<file path="src/rtl/ntt_fetch_if.sv">
// ntt_fetch_if: read bus between the NTT operand-fetch stage and its memories.
//   ram_rd_en, ram_addr_a/b : coefficient RAM read request (fetch -> RAM)
//   ram_q_a/b               : coefficient RAM read data    (RAM -> fetch)
//   zeta_rd_en, zeta_addr   : twiddle ROM read request     (fetch -> ROM)
//   zeta_q                  : twiddle ROM read data        (ROM -> fetch)
// The fetch stage uses the master modport; the memory side uses slave.
interface ntt_fetch_if #(
    parameter int W = 12
);
    logic         ram_rd_en;
    logic [7:0]   ram_addr_a;
    logic [7:0]   ram_addr_b;
    logic [W-1:0] ram_q_a;
    logic [W-1:0] ram_q_b;
    logic         zeta_rd_en;
    logic [6:0]   zeta_addr;
    logic [W-1:0] zeta_q;

    modport master (
        output ram_rd_en, ram_addr_a, ram_addr_b, zeta_rd_en, zeta_addr,
        input  ram_q_a, ram_q_b, zeta_q
    );

    modport slave (
        input  ram_rd_en, ram_addr_a, ram_addr_b, zeta_rd_en, zeta_addr,
        output ram_q_a, ram_q_b, zeta_q
    );
endinterface

</file>
<file path="src/rtl/ntt_fetch.sv">
// ntt_fetch: operand-fetch stage between NTT address generation and the
// butterfly. Issues coefficient/twiddle reads for each address beat, aligns
// the beat's addresses and flags with the returned data, conditions the
// twiddle for INTT and tracks per-run butterfly count and mode stability.
//
// Ports:
//   clk, rst          : clock, asynchronous active-high reset
//   i_a .. i_done     : address beat from the address generator
//   mem (master)      : coefficient RAM / twiddle ROM read bus
//   o_f .. o_done     : operand beat to the butterfly (o_f/o_last/o_done pulse)
//   o_busy            : run in progress
//   o_bf_cnt          : butterflies delivered in the current run (saturating)
//   o_cnt_err         : sticky, done beat count differed from EXP_BF
//   o_sel_err         : sticky, a beat's mode differed from the run mode
//
// Run FSM:
//   state    | meaning
//   ST_IDLE  | no run open; next delivered beat starts a run
//   ST_RUN   | run open; counting beats until the done beat
module ntt_fetch #(
    parameter int W      = 12,
    parameter int Q      = 3329,
    parameter int RD_LAT = 1,
    parameter int EXP_BF = 896
) (
    input  logic           clk,
    input  logic           rst,
    input  logic           i_a,
    input  logic [7:0]     i_addr_up,
    input  logic [7:0]     i_addr_dn,
    input  logic [6:0]     i_addr_zeta,
    input  logic           i_sel,
    input  logic           i_last,
    input  logic           i_done,
    ntt_fetch_if.master    mem,
    output logic           o_f,
    output logic [W-1:0]   o_u,
    output logic [W-1:0]   o_v,
    output logic [W-1:0]   o_zeta,
    output logic [7:0]     o_addr_up,
    output logic [7:0]     o_addr_dn,
    output logic           o_sel,
    output logic           o_last,
    output logic           o_done,
    output logic           o_busy,
    output logic [9:0]     o_bf_cnt,
    output logic           o_cnt_err,
    output logic           o_sel_err
);

    localparam logic [W-1:0] LP_Q = W'(Q);

    typedef struct packed {
        logic       a;
        logic [7:0] up;
        logic [7:0] dn;
        logic       sel;
        logic       last;
        logic       done;
    } sb_t;

    typedef enum logic {ST_IDLE, ST_RUN} state_t;

    sb_t          w_sb_in;
    sb_t          w_sb;
    sb_t          r_dl [RD_LAT];
    logic         w_v;
    logic [W-1:0] w_zeta;

    state_t       r_state, w_state_nxt;
    logic         r_mode, w_mode_nxt;
    logic [9:0]   r_bf_cnt, w_cnt_nxt;
    logic         r_cnt_err, w_cnt_err_nxt;
    logic         r_sel_err, w_sel_err_nxt;
    logic         r_f;

    // Reads are issued straight from the address beat, even during reset.
    assign mem.ram_rd_en  = i_a;
    assign mem.zeta_rd_en = i_a;
    assign mem.ram_addr_a = i_addr_up;
    assign mem.ram_addr_b = i_addr_dn;
    assign mem.zeta_addr  = i_addr_zeta;

    always_comb begin
        w_sb_in = '{a: i_a, up: i_addr_up, dn: i_addr_dn,
                    sel: i_sel, last: i_last, done: i_done};
    end

    // Sideband line matches the memory read latency so the tail entry
    // describes the data currently on ram_q_*/zeta_q.
    always_ff @(posedge clk or posedge rst) begin
        if (rst) begin
            for (int i = 0; i < RD_LAT; i++) r_dl[i] <= '0;
        end else begin
            r_dl[0] <= w_sb_in;
            for (int i = 1; i < RD_LAT; i++) r_dl[i] <= r_dl[i-1];
        end
    end

    assign w_sb = r_dl[RD_LAT-1];
    assign w_v  = w_sb.a;

    // INTT uses the negated twiddle; zero stays zero rather than becoming Q.
    always_comb begin
        w_zeta = mem.zeta_q;
        if (w_sb.sel) begin
            w_zeta = (mem.zeta_q == '0) ? '0 : LP_Q - mem.zeta_q;
        end
    end

    always_ff @(posedge clk or posedge rst) begin
        if (rst) begin
            r_f       <= 1'b0;
            o_last    <= 1'b0;
            o_done    <= 1'b0;
            o_u       <= '0;
            o_v       <= '0;
            o_zeta    <= '0;
            o_addr_up <= '0;
            o_addr_dn <= '0;
            o_sel     <= 1'b0;
        end else begin
            r_f    <= w_v;
            o_last <= w_v & w_sb.last;
            o_done <= w_v & w_sb.done;
            if (w_v) begin
                o_u       <= mem.ram_q_a;
                o_v       <= mem.ram_q_b;
                o_zeta    <= w_zeta;
                o_addr_up <= w_sb.up;
                o_addr_dn <= w_sb.dn;
                o_sel     <= w_sb.sel;
            end
        end
    end

    // Run bookkeeping advances on the same edge that loads the output
    // register, so the count and error flags already include the beat
    // that is visible on o_f.
    always_comb begin
        w_state_nxt   = r_state;
        w_mode_nxt    = r_mode;
        w_cnt_nxt     = r_bf_cnt;
        w_cnt_err_nxt = r_cnt_err;
        w_sel_err_nxt = r_sel_err;
        if (w_v) begin
            if (r_state == ST_IDLE) begin
                w_mode_nxt    = w_sb.sel;
                w_cnt_nxt     = 10'd1;
                w_cnt_err_nxt = 1'b0;
                w_sel_err_nxt = 1'b0;
            end else begin
                w_cnt_nxt = (r_bf_cnt == '1) ? r_bf_cnt : r_bf_cnt + 10'd1;
                if (w_sb.sel != r_mode) w_sel_err_nxt = 1'b1;
            end
            if (w_sb.done) begin
                w_state_nxt = ST_IDLE;
                if (int'(w_cnt_nxt) != EXP_BF) w_cnt_err_nxt = 1'b1;
            end else begin
                w_state_nxt = ST_RUN;
            end
        end
    end

    always_ff @(posedge clk or posedge rst) begin
        if (rst) begin
            r_state   <= ST_IDLE;
            r_mode    <= 1'b0;
            r_bf_cnt  <= '0;
            r_cnt_err <= 1'b0;
            r_sel_err <= 1'b0;
        end else begin
            r_state   <= w_state_nxt;
            r_mode    <= w_mode_nxt;
            r_bf_cnt  <= w_cnt_nxt;
            r_cnt_err <= w_cnt_err_nxt;
            r_sel_err <= w_sel_err_nxt;
        end
    end

    // The delivered-beat pulse keeps busy high on a done beat even though
    // the state has already returned to idle.
    assign o_f       = r_f;
    assign o_busy    = (r_state == ST_RUN) | r_f;
    assign o_bf_cnt  = r_bf_cnt;
    assign o_cnt_err = r_cnt_err;
    assign o_sel_err = r_sel_err;

endmodule

</file>
<file path="src/flat_wrapper.sv">
// flat-port wrapper written by rule: the top's interface ports become plain ports
module ntt_fetch_flat 
#(
    parameter int W      = 12,
    parameter int Q      = 3329,
    parameter int RD_LAT = 1,
    parameter int EXP_BF = 896
)
  (clk, rst, i_a, i_addr_up, i_addr_dn, i_addr_zeta, i_sel, i_last, i_done, o_f, o_u, o_v, o_zeta, o_addr_up, o_addr_dn, o_sel, o_last, o_done, o_busy, o_bf_cnt, o_cnt_err, o_sel_err, mem_ram_rd_en, mem_ram_addr_a, mem_ram_addr_b, mem_zeta_rd_en, mem_zeta_addr, mem_ram_q_a, mem_ram_q_b, mem_zeta_q);
  ntt_fetch_if #(.W(W)) mem_i ();
  input  logic clk;
  input  logic rst;
  input  logic i_a;
  input  logic [7:0] i_addr_up;
  input  logic [7:0] i_addr_dn;
  input  logic [6:0] i_addr_zeta;
  input  logic i_sel;
  input  logic i_last;
  input  logic i_done;
  output logic o_f;
  output logic [W-1:0] o_u;
  output logic [W-1:0] o_v;
  output logic [W-1:0] o_zeta;
  output logic [7:0] o_addr_up;
  output logic [7:0] o_addr_dn;
  output logic o_sel;
  output logic o_last;
  output logic o_done;
  output logic o_busy;
  output logic [9:0] o_bf_cnt;
  output logic o_cnt_err;
  output logic o_sel_err;
  output wire logic [$bits(mem_i.ram_rd_en)-1:0] mem_ram_rd_en;
  output wire logic [$bits(mem_i.ram_addr_a)-1:0] mem_ram_addr_a;
  output wire logic [$bits(mem_i.ram_addr_b)-1:0] mem_ram_addr_b;
  output wire logic [$bits(mem_i.zeta_rd_en)-1:0] mem_zeta_rd_en;
  output wire logic [$bits(mem_i.zeta_addr)-1:0] mem_zeta_addr;
  input wire logic [$bits(mem_i.ram_q_a)-1:0] mem_ram_q_a;
  input wire logic [$bits(mem_i.ram_q_b)-1:0] mem_ram_q_b;
  input wire logic [$bits(mem_i.zeta_q)-1:0] mem_zeta_q;
  assign mem_ram_rd_en = mem_i.ram_rd_en;
  assign mem_ram_addr_a = mem_i.ram_addr_a;
  assign mem_ram_addr_b = mem_i.ram_addr_b;
  assign mem_zeta_rd_en = mem_i.zeta_rd_en;
  assign mem_zeta_addr = mem_i.zeta_addr;
  assign mem_i.ram_q_a = mem_ram_q_a;
  assign mem_i.ram_q_b = mem_ram_q_b;
  assign mem_i.zeta_q = mem_zeta_q;
  ntt_fetch #(.W(W), .Q(Q), .RD_LAT(RD_LAT), .EXP_BF(EXP_BF)) u_core (.clk(clk), .rst(rst), .i_a(i_a), .i_addr_up(i_addr_up), .i_addr_dn(i_addr_dn), .i_addr_zeta(i_addr_zeta), .i_sel(i_sel), .i_last(i_last), .i_done(i_done), .mem(mem_i), .o_f(o_f), .o_u(o_u), .o_v(o_v), .o_zeta(o_zeta), .o_addr_up(o_addr_up), .o_addr_dn(o_addr_dn), .o_sel(o_sel), .o_last(o_last), .o_done(o_done), .o_busy(o_busy), .o_bf_cnt(o_bf_cnt), .o_cnt_err(o_cnt_err), .o_sel_err(o_sel_err));
endmodule
</file>
<file path="config.mk">
export PLATFORM = sky130hd
export DESIGN_NAME = ntt_fetch_flat
export DESIGN_NICKNAME = d
export VERILOG_FILES = /design/src/rtl/ntt_fetch_if.sv /design/src/rtl/ntt_fetch.sv /design/src/flat_wrapper.sv
export SDC_FILE = /design/constraint.sdc
export NUM_CORES = 1
export LEC_CHECK = 0
export BUFFER_PORTS_ARGS = -buffer_cell sky130_fd_sc_hd__buf_2
export CORE_MARGIN = 10
export CORE_UTILIZATION = 52
export DETAILED_ROUTE_END_ITERATION = 10
export PLACE_DENSITY_LB_ADDON = 0.12
export SETUP_SLACK_MARGIN = 0.3
export SLEW_MARGIN = 20
export SYNTH_ARGS = -nofsm -noshare
export SYNTH_HDL_FRONTEND = slang
export SYNTH_SLANG_ARGS = --single-unit
</file>
<file path="constraint.sdc">
create_clock -name clk -period 6.3 [get_ports clk]
set_input_delay 0 -clock clk [delete_from_list [all_inputs] [get_ports clk]]
set_output_delay 0 -clock clk [all_outputs]
set_load 0.03 [all_outputs]
</file>
==> Word-level counts from Yosys, hierarchy flattened <==
Cells that the tools add are included.
{ "word_totals": {"output_inout_bits": 94, "reg_bits": 90, "inputBits": 65} }
{ "classes": {"n_reduce_logical": 3, "add_sub_neg": 2, "bitwise_logic": 4, "muxes": 11, "eq_ne": 4} }
{ "ops": {"columns": ["cell", "count"], "rows": [
  ["10-bit two-way mux", 3],
  ["12-bit two-way mux", 2],
  ["12-bit logical NOT", 1],
  ["12-bit subtractor, first input constant", 1],
  ["10-bit by 1-bit adder with 10-bit output, second input constant", 1],
  ["10-bit == test, second input constant", 1],
  ["10-bit by 8-bit inequality test with 1-bit output, second input constant", 1],
  ["1-bit two-way mux", 6],
  ["2-bit AND reduction", 2],
  ["1-bit AND", 2],
  ["2-bit inequality test, second input constant", 1],
  ["1-bit inequality test", 1],
  ["1-bit NOT", 1],
  ["1-bit OR", 1]
]} }

==> Logic depth before layout (Yosys ltp) <==
Gate-level depths: netlist of the first run.
{ "logic_depth": {"word_depth": 7, "depth_mapped": 6, "depth_no_buf": 6} }

==> Worst setup path before layout of the first run <==
No wires, ideal clock.
{ "synth_path": {"path_kind": "reg-to-reg", "from": "register u_core.r_bf_cnt[0] (netlist: u_core.o_bf_cnt[0])", "to": "register u_core.r_bf_cnt[1] (netlist: u_core.o_bf_cnt[1])", "n_path_buf": 0, "stages_incl_launch_ff": 6, "setup_ns": 0.121, "t_arrival_ns": 1.595, "required_ns": 6.179, "slack_ns": 4.584, "path_cell_list": "dfrtp_1 > ha_1 > nand2_1 > nor4_2 > nor2_1 > a22o_1"} }
{ "synth_between": {"elab_chain_cells": 4} }
{ "synth_lines": {"columns": ["item", "line", "source"], "rows": [
  ["start, declared", "ntt_fetch.sv:72", "logic [9:0] r_bf_cnt, w_cnt_nxt;"],
  ["start signal, assigned", "ntt_fetch.sv:175", "r_bf_cnt <= w_cnt_nxt;"],
  ["10-bit by 1-bit adder with 10-bit output or 10-bit == test (tied branches)", "ntt_fetch.sv:153", "w_cnt_nxt = (r_bf_cnt == '1) ? r_bf_cnt : r_bf_cnt + 10'd1;"],
  ["10-bit two-way mux *", "ntt_fetch.sv:153", null],
  ["10-bit two-way mux *", "ntt_fetch.sv:147", "if (r_state == ST_IDLE) begin"],
  ["10-bit two-way mux *", "ntt_fetch.sv:146", "if (w_v) begin"]
]} }
Every way passes the cells marked *; elsewhere a longest branch is shown, timed or not. The select of a mux whose other input is x is not followed.
A chain may end at the register's enable or synchronous reset.

==> impl_metrics.ini, run 1 <==
[outcome]
status = completed

[sta]
rsz0062_at_grt = false
slew_headroom_pct = 48.08
whs_ps = 0.01321
hold_violations = 0
fin_crit_sh_pct = 30.53
fmaxAchievable_ghz = 0.5199
min_period_ps = 1924
finalMaxSlewViolations = 0
clock_skew_ps = 6.534
worst_slew_pin_slew_ps = 778.8
setup_tns_ps = 0
finalSetupViolations = 0

[finish]
syn_to_final_growth_pct = 34.87
num_antenna_cells = 0
multi_input_area_um2 = 1272
seq_area_um2 = 2253
layout.nets = 549
fill_cells = 540
drive_gt1_share_pct = 44.15

[global_route]
antenna_found_initial = 0
gr-total-overflow = 0
grt_first_pass_wirelength_um = 15740
grt_max_degree = 91
grt_use_total_pct = 17.15
grt_pass1_vias = 3193

[hold_path]
hp-class = in -> out
hold_start = i_addr_zeta[1]
hold_end = mem_zeta_addr[1]
holdPathStages = 0

[synth]
netlist-cell-type-count = 39
synth-main-ff-cell = dfrtp_1
syn_area_um2 = 3825
synth-edff-count = 0
synthesis.instances = 311
synth_top_area_share_pct = 58.88
syn_nets = 378
avgSynthCellArea_um2 = 12.30
synthArstFlopShare_pct = 100.0
synthTopCellsByArea = dfrtp_1 (59%), mux2_2 (13%), buf_4 (5.1%), a21oi_1 (2.0%), nand2_1 (2.0%)
synthTopCellsByCount = dfrtp_1 (90), mux2_2 (44), buf_4 (26), nand2_1 (20)
yosysWarnings = 0
synth_seq_area_share_pct = 58.88
synth_most_common_cell = dfrtp_1
synth_area_leader_cell = dfrtp_1
ys_ff_latch = 90

[critical_path]
cp.depth = 4
reg2reg_to = u_core.o_bf_cnt[3]
worst_path_max_delay_cell = dfrtp_2
arrival_ps = 2220
critPathTopFamily = flip-flops
path_buf_inv = 1
crit_required_ps = 6590
cpPeakStageDelay_ps = 770
r2r_cells = 4
worstSetupPathType = reg -> reg
cp-start-kind = register
ff2ff_setup_slack_ps = 4380
worstPathCellList = buf_4 > nand2_1 > nor2_1 > a22o_1
cp-end-kind = register
cp_max_fo = 52
r2r_start = u_core.w_v

[power]
power_mw = 1.365
ir_drop_mv = 0.1648
p_leak_nw = 2.448
cellPowerDensity_nw_per_um2 = 264.7

[placed_design]
port_buffers = 144
place.gp.congestion = 0.8653
dp_hpwl_um = 6451

[clocking]
path_clk_slew_ps = 90
clock_sinks = 90
post_cts_resized = 0
htree_levels = 3
cts_setup_buffers = 0
clk_latency_ps = 350
cts_buffers = 9
cts_tree = done
cts_buffer_depth = 2
cts-root-buf = clkbuf_8

[route]
viasPerCell = 4.983
drtPass1Iterations = 5
num_vias = 2920
wire_per_inst_um = 16.22
met2_length_um = 4953
wl_met3_um = 763
first_iter_violations = 71
routed_wl_um = 9505
route.detailed.drc = 0
drt-met1-wl_um = 3658
ant_nets = 0
maxUsedRoutingLayer = met4

[run]
drv_cap = 0

[floorplanning]
coreArea_um2 = 7214
start_util_pct = 53.02
rows = 31
num_io_pins = 159
dieWidth_um = 105.8
die-area_um2 = 11190
die_h_um = 105.8
[sequential cells by signal (all words and copies together), names as in the netlist]
name,flops
u_core.o_f,1
u_core.o_sel_err,1
u_core.o_u,12
u_core.o_zeta,12
u_core.o_v,12
u_core.o_cnt_err,1
u_core.r_dl,19
u_core.o_addr_dn,8
u_core.o_last,1
u_core.o_sel,1
u_core.o_bf_cnt,10
u_core.r_mode,1
u_core.o_addr_up,8
u_core.w_v,1
u_core.r_state,1
u_core.o_done,1
[cell type report]
type / count / area share (%)
multi-input cells: 168 / 24.67
inverters: 15 / 1.116
flip-flops and latches: 90 / 43.68
clock buffers: 10 / 2.668
clock inverters: 6 / 1.043
repair buffers: 198 / 24.42
well taps: 99 / 2.401
[cells in the final DEF (no fill, tap or decap), types with 3 or more instances in the layout]
master / instances
a21oi_1: 15
and2_1: 3
buf_2: 144
clkbuf_8: 10
dfrtp_1: 89
dlygate4sd3_1: 52
inv_1: 14
inv_6: 4
mux2_2: 44
nand2_1: 20
nand3_1: 5
nand4_1: 3
nor2_1: 12
nor3_1: 5
o21ai_0: 10
o22ai_1: 11
o31ai_1: 3
xnor2_1: 4
xor2_1: 8
[power by group]
group / switching, mW / internal [mW] / total [mW] / leakage, nW
Sequential: 0.0391 / 0.630 / 0.669 / 1.07
Combinational: 0.196 / 0.120 / 0.316 / 1.28
Clock: 0.217 / 0.163 / 0.380 / 0.0962
Total: 0.452 / 0.913 / 1.37 / 2.45
[worst max-delay path by stage]
stage / from / end
2_1_floorplan: rst / u_core.o_addr_dn[0]
3_3_place_gp: u_core.w_v / u_core.r_mode
3_5_place_dp: u_core.w_v / u_core.o_cnt_err
4_1_cts: u_core.w_v / u_core.o_cnt_err
5_1_grt: u_core.w_v / u_core.o_bf_cnt[3]
6_report: u_core.w_v / u_core.o_bf_cnt[3]
[logic make-up after synthesis]
kind of cell / synth area share, %
flip-flops: 58.88
AO/OA/AOI/OAI: 8.113
AND/OR/NAND/NOR: 8.538
multiplexers: 13.22
adder cells (fa/ha/maj): 0.6541
buffers and inverters: 7.851
XOR/XNOR: 2.748
[metrics by stage]
stage	utilization [%]	cell area [um^2]	std cells	setup slack (ps)
finish	71.51	5159	586	4376
global route	71.51	5159	586	4185
CTS	71.31	5145	585	4326
detailed placement	61.59	4443	518	4335
global placement	61.59	4443	518	4388
floorplan	-	3825	311	3965
[metal layers]
metal / vias up / track usage (%)
met4: 0 / 6.286
li1: 1393 / -
met2: 107 / 29.73
met5: - / 0
met1: 1411 / 18.52
met3: 9 / 6.760
[what timing repair did]
item | 4_1_cts | 5_1_grt
setup endpoints to repair | 0 | 0
hold buffers | 51 | 1
endpoints found under the hold margin | 51 | 90
(Power assumes the default switching activity.)
==> run 2: changes to the inputs <==
--- a/config.mk
+++ b/config.mk
@@ -7,7 +7,7 @@
 export LEC_CHECK = 0
 export BUFFER_PORTS_ARGS = -buffer_cell sky130_fd_sc_hd__buf_2
 export CORE_MARGIN = 10
-export CORE_UTILIZATION = 52
+export CORE_UTILIZATION = 43
 export DETAILED_ROUTE_END_ITERATION = 10
 export PLACE_DENSITY_LB_ADDON = 0.12
 export SETUP_SLACK_MARGIN = 0.3
==> constraint.sdc (replaced) <==
create_clock -name clk -period 1.64 [get_ports clk]
set_input_delay 0 -clock clk [delete_from_list [all_inputs] [get_ports clk]]
set_output_delay 0 -clock clk [all_outputs]
set_load 0.03 [all_outputs]
==> run 2 against run 1 <==
  * Sequential share of layout area down 3.0 points
  * Power increased to 4.0 times the previous value
  * Utilization shrank 7.1 points
  * Clock power rose to 3.9 times the previous value
  * Non-clock buffer count increased by 29
  * Hold slack is essentially flat
  * Sequential cell count unchanged
  * Clock skew grew 7.6 ps
  * Combinational power rose to 4.4 times the previous value
  * Design area up 8.3%
  * Clock-buffer cell count unchanged
  * Critical path depth up 1
  * Largest cell class unchanged
==> impl_metrics.ini, run 2 (synthesized netlist as in run 1, its figures left out) <==
[critical_path]
ff2ff_setup_slack_ps = 150
arrival_ps = 1730
r2r_start = u_core.o_bf_cnt[1]
cp-end-kind = register
reg2reg_to = u_core.o_cnt_err
cp-start-kind = register
worstSetupPathType = reg -> reg
cp_max_fo = 3
r2r_cells = 5
crit_start = u_core.o_bf_cnt[1]
crit_required_ps = 1880
cp-endpoint = u_core.o_cnt_err

[power]
p_leak_nw = 2.621
p_seq_share_pct = 47.1
p_int_mw = 3.625
power_frac_comb_pct = 25.7
ir_drop_mv = 0.5855
power_frac_clock_pct = 27.3
cellPowerDensity_nw_per_um2 = 977.0
switching_power_mw = 1.832
switching_share_pct = 33.58
power_mw = 5.457

[sta]
finalSetupViolations = 0
fin_crit_sh_pct = 90.94
clock_skew_ps = 14.17
worst_slew_pin_slew_ps = 458.2
min_period_ps = 1491
rsz0062_at_grt = true
hold_violations = 0
slew_headroom_pct = 69.46
fmaxAchievable_ghz = 0.6705
finalMaxSlewViolations = 0
setup_tns_ps = 0

[finish]
fill_cells = 704
layout_commonest_cell = buf_2
largest-register = u_core.r_dl
final_cells = 624
stdcell_area_um2 = 5585
layout.nets = 578
num_antenna_cells = 0
layout_common_cells = buf_2 (144), dfrtp_1 (78), dlygate4sd3_1 (56), mux2_2 (44), buf_4 (22)
largest_register_ffs = 19
drive_gt1_share_pct = 51.94
syn_to_final_growth_pct = 46.03

[floorplanning]
coreArea_um2 = 8678
die-area_um2 = 13070
rows = 34
dieWidth_um = 114.3
die_h_um = 114.3
num_io_pins = 159
start_util_pct = 44.07

[global_route]
grt_max_degree = 45
grt_use_total_pct = 15.51
grt_pass1_vias = 3237
antenna_found_initial = 0
grt_first_pass_wirelength_um = 16430
gr-total-overflow = 0

[clocking]
clk_latency_ps = 350
clock_sinks = 90
cts_buffer_depth = 2
htree_levels = 3
cts-root-buf = clkbuf_8
cts_tree = done
path_clk_slew_ps = 90
cts_buffers = 9

[route]
routed_wl_um = 10310
route.detailed.drc = 0
ant_nets = 0
first_iter_violations = 80
viasPerCell = 4.968
drtPass1Iterations = 5
wire_per_inst_um = 16.53
num_vias = 3100

[placed_design]
dp_hpwl_um = 7060
numPlacedInstances = 533
dpl_cell_area_um2 = 4606
port_buffers = 144
place.gp.congestion = 0.8566

[outcome]
status = completed

[run]
drv_cap = 0

[hold_path]
hp-class = in -> out
-- run 2: cell count changes in the layout (fill, tap and decap cells not counted), sizes merged --
cell         before  now
clkinvlp          1    2
inv              19   18
dlygate4sd3      52   56
buf             146  171
-- run 2: worst min-delay path by stage --
stage,start,end,slack [ps],cells past startpoint
2_1_floorplan,i_done,u_core.r_dl[0],30,0
3_3_place_gp,rst,u_core.o_v[8],-30,2
3_5_place_dp,rst,u_core.o_v[4],-30,2
4_1_cts,i_addr_zeta[6],mem_zeta_addr[6],0.2,0
5_1_grt,i_addr_zeta[5],mem_zeta_addr[5],0.07,0
6_report,i_addr_zeta[4],mem_zeta_addr[4],0.06,0
-- run 2: repair_timing --
action	in CTS	in global routing
gates cloned	0	0
resized for setup	9	15
hold buffers	56	0
setup buffers	11	8
pin swaps	6	7
hold endpoints to repair	145	0
setup endpoints to repair	13	11
-- run 2: metrics by stage --
stage,hold WS (ps),util (%),setup WS (ps)
finish,0.05644,64.36,148.5
global route,0.06993,64.36,75.64
CTS,0.2048,63.06,130.7
detailed placement,-27.02,53.07,59.21
global placement,-30.29,53.07,107.1
floorplan,31.43,-,97.10
-- run 2: cell type report --
class | instances | area [um^2] | area share, %
Inverter | 15 | 60.06 | 1.075
Multi-Input combinational cell | 168 | 1398 | 25.02
Clock inverter | 6 | 56.30 | 1.008
Sequential cell | 90 | 2270 | 40.64
Timing Repair Buffer | 227 | 1529 | 27.37
Clock buffer | 10 | 137.6 | 2.464
Tap cell | 108 | 135.1 | 2.419
-- run 2: power by group through the flow --
stage	Combinational, mW	Clock (mW)	Sequential [mW]
2_1_floorplan	0.503	0	2.94
3_3_place_gp	1.18	0	2.61
3_5_place_dp	1.19	0	2.62
4_1_cts	1.37	1.54	2.56
5_1_grt	1.50	1.63	2.60
6_report	1.40	1.49	2.57
-- run 2: layer usage --
layer | global-route usage, % | vias up | routed length [um]
met5 | 0 | - | 0
met4 | 4.511 | 0 | 98
met3 | 7.547 | 15 | 997
met2 | 25.13 | 128 | 5211
met1 | 17.77 | 1506 | 4005
li1 | - | 1451 | -
-- run 2: critical path, stage by stage (launching register included) --
cell	delay (ps)
dfrtp_2	440
ha_4	250
nand4b_1	180
nor3_2	160
o211ai_1	110
o31a_1	240
==> run 3: changes to the inputs <==
--- a/config.mk
+++ b/config.mk
@@ -7,7 +7,8 @@
 export LEC_CHECK = 0
 export BUFFER_PORTS_ARGS = -buffer_cell sky130_fd_sc_hd__buf_2
 export CORE_MARGIN = 10
-export CORE_UTILIZATION = 43
+export CORE_UTILIZATION = 45
+export CTS_BUF_LIST = sky130_fd_sc_hd__clkbuf_8
 export DETAILED_ROUTE_END_ITERATION = 10
 export PLACE_DENSITY_LB_ADDON = 0.12
 export SETUP_SLACK_MARGIN = 0.3
==> run 3 against run 2 <==
  * Power down 2.9%
  * Sequential power hardly changed
  * Design area down 1.3%
  * Largest power group unchanged
==> impl_metrics.ini, run 3 (synthesized netlist as in run 1, its figures left out) <==
[outcome]
status = completed

[route]
route.detailed.drc = 0
routed_wl_um = 10240
ant_nets = 0
wire_per_inst_um = 16.57
first_iter_violations = 83
drtPass1Iterations = 4
num_vias = 3040
viasPerCell = 4.919

[global_route]
busiest_layer = met2
gr-total-overflow = 0
grt_max_degree = 41
use_met3_pct = 6.603
grt_use_total_pct = 15.89
antenna_found_initial = 0
grt_pass1_vias = 3286
grt_first_pass_wirelength_um = 16770
globalRouteMet2Util_pct = 25.65
grtUsageMet1_pct = 18.79

[sta]
setup_tns_ps = 0
fin_crit_sh_pct = 96.54
min_period_ps = 1583
slew_headroom_pct = 68.62
clock_skew_ps = 13.10
worst_slew_pin_slew_ps = 469.7
finalMaxSlewViolations = 0
finalSetupViolations = 0
hold_violations = 0
fmaxAchievable_ghz = 0.6316
rsz0062_at_grt = true

[finish]
stdcell_area_um2 = 5515
num_antenna_cells = 0
layout_commonest_cell = buf_2
fill_cells = 637
multi_input_area_um2 = 1363
layout_common_cells = buf_2 (144), dfrtp_1 (78), dlygate4sd3_1 (57), mux2_2 (44)
layout.nets = 575
drive_gt1_share_pct = 50.68
seq_area_um2 = 2267
largest_register_ffs = 19
largest-register = u_core.r_dl
syn_to_final_growth_pct = 44.19

[floorplanning]
rows = 33
start_util_pct = 46.32
die_h_um = 112.2
coreArea_um2 = 8258
dieWidth_um = 112.2
num_io_pins = 159
die-area_um2 = 12590

[hold_path]
hp-class = in -> out

[clocking]
cts_buffer_depth = 2
path_clk_slew_ps = 90
clock_sinks = 90
clk_latency_ps = 340
cts_buffers = 9
cts_tree = done
cts-root-buf = clkbuf_8
htree_levels = 3

[placed_design]
dpl_cell_area_um2 = 4599
dp_hpwl_um = 6757
port_buffers = 144
place.gp.congestion = 0.8386

[run]
drv_cap = 0

[critical_path]
ff2ff_setup_slack_ps = 60
worstSetupPathType = reg -> reg
cp-end-kind = register
crit_required_ps = 1870
cp-start-kind = register
cp_max_fo = 4
arrival_ps = 1810

[power]
cellPowerDensity_nw_per_um2 = 960.4
p_leak_nw = 2.591
ir_drop_mv = 0.5553
==> run 3: metrics by stage <==
step	total power [mW]	instances	utilization [%]	setup WS, ps	hold slack, ps
after global routing	5.575	618	66.79	46.52	0.05029
final	5.297	618	66.79	56.80	0.01162
after detailed placement	3.800	528	55.70	42.97	0.3539
after CTS	5.314	607	65.44	129.4	0.3539
after floorplan	3.446	311	-	97.10	31.43
after global placement	3.778	528	55.70	96.69	0.3539
==> run 3: timing repair <==
item,CTS,global route
cloned,0,0
hold buffers,57,0
buffers inserted,6,11
pin swaps,6,5
setup endpoints to repair,8,16
resized for setup,4,11
hold endpoints to repair,72,0
==> run 3: final timing paths <==
| check | end | startpoint | cells after the start |
|---|---|---|---|
| setup / recovery | u_core.o_cnt_err | u_core.o_bf_cnt[1] | 6 |
| hold / removal | mem_zeta_addr[3] | i_addr_zeta[3] | 0 |
| setup reg to reg | u_core.o_cnt_err | u_core.o_bf_cnt[1] | 6 |
| hold reg to reg | u_core.o_last | u_core.r_dl[1] | 1 |
| max in group asynchronous | u_core.o_bf_cnt[9] | rst | 4 |
| min in group asynchronous | u_core.o_v[6] | rst | 3 |
==> run 3: worst max-delay path: stages (launching register included) <==
cell      delay, ps
dfrtp_2         450
ha_4            190
nand2_4          60
nor3_1           50
o31ai_2         300
o211ai_1        170
o31a_1          250
==> run 3: cell type report <==
class / count / share of cell area, %
well taps: 105 / 2.382
repair buffers: 224 / 27.52
clock buffers: 9 / 2.246
clock inverters: 7 / 0.9528
inverters: 15 / 1.089
multi-input cells: 168 / 24.71
flip-flops and latches: 90 / 41.11
==> run 3: power by group <==
part,total (mW),switching [mW],internal [mW]
clock,1.35,0.794,0.559
combinational,1.38,0.820,0.559
sequential,2.57,0.139,2.43
==> run 3: layer usage <==
| metal | up-vias | wire, um |
|---|---|---|
| met5 | - | 0 |
| met4 | 0 | 178 |
| met3 | 18 | 935 |
| met2 | 120 | 5061 |
| met1 | 1458 | 4067 |
| li1 | 1444 | - |
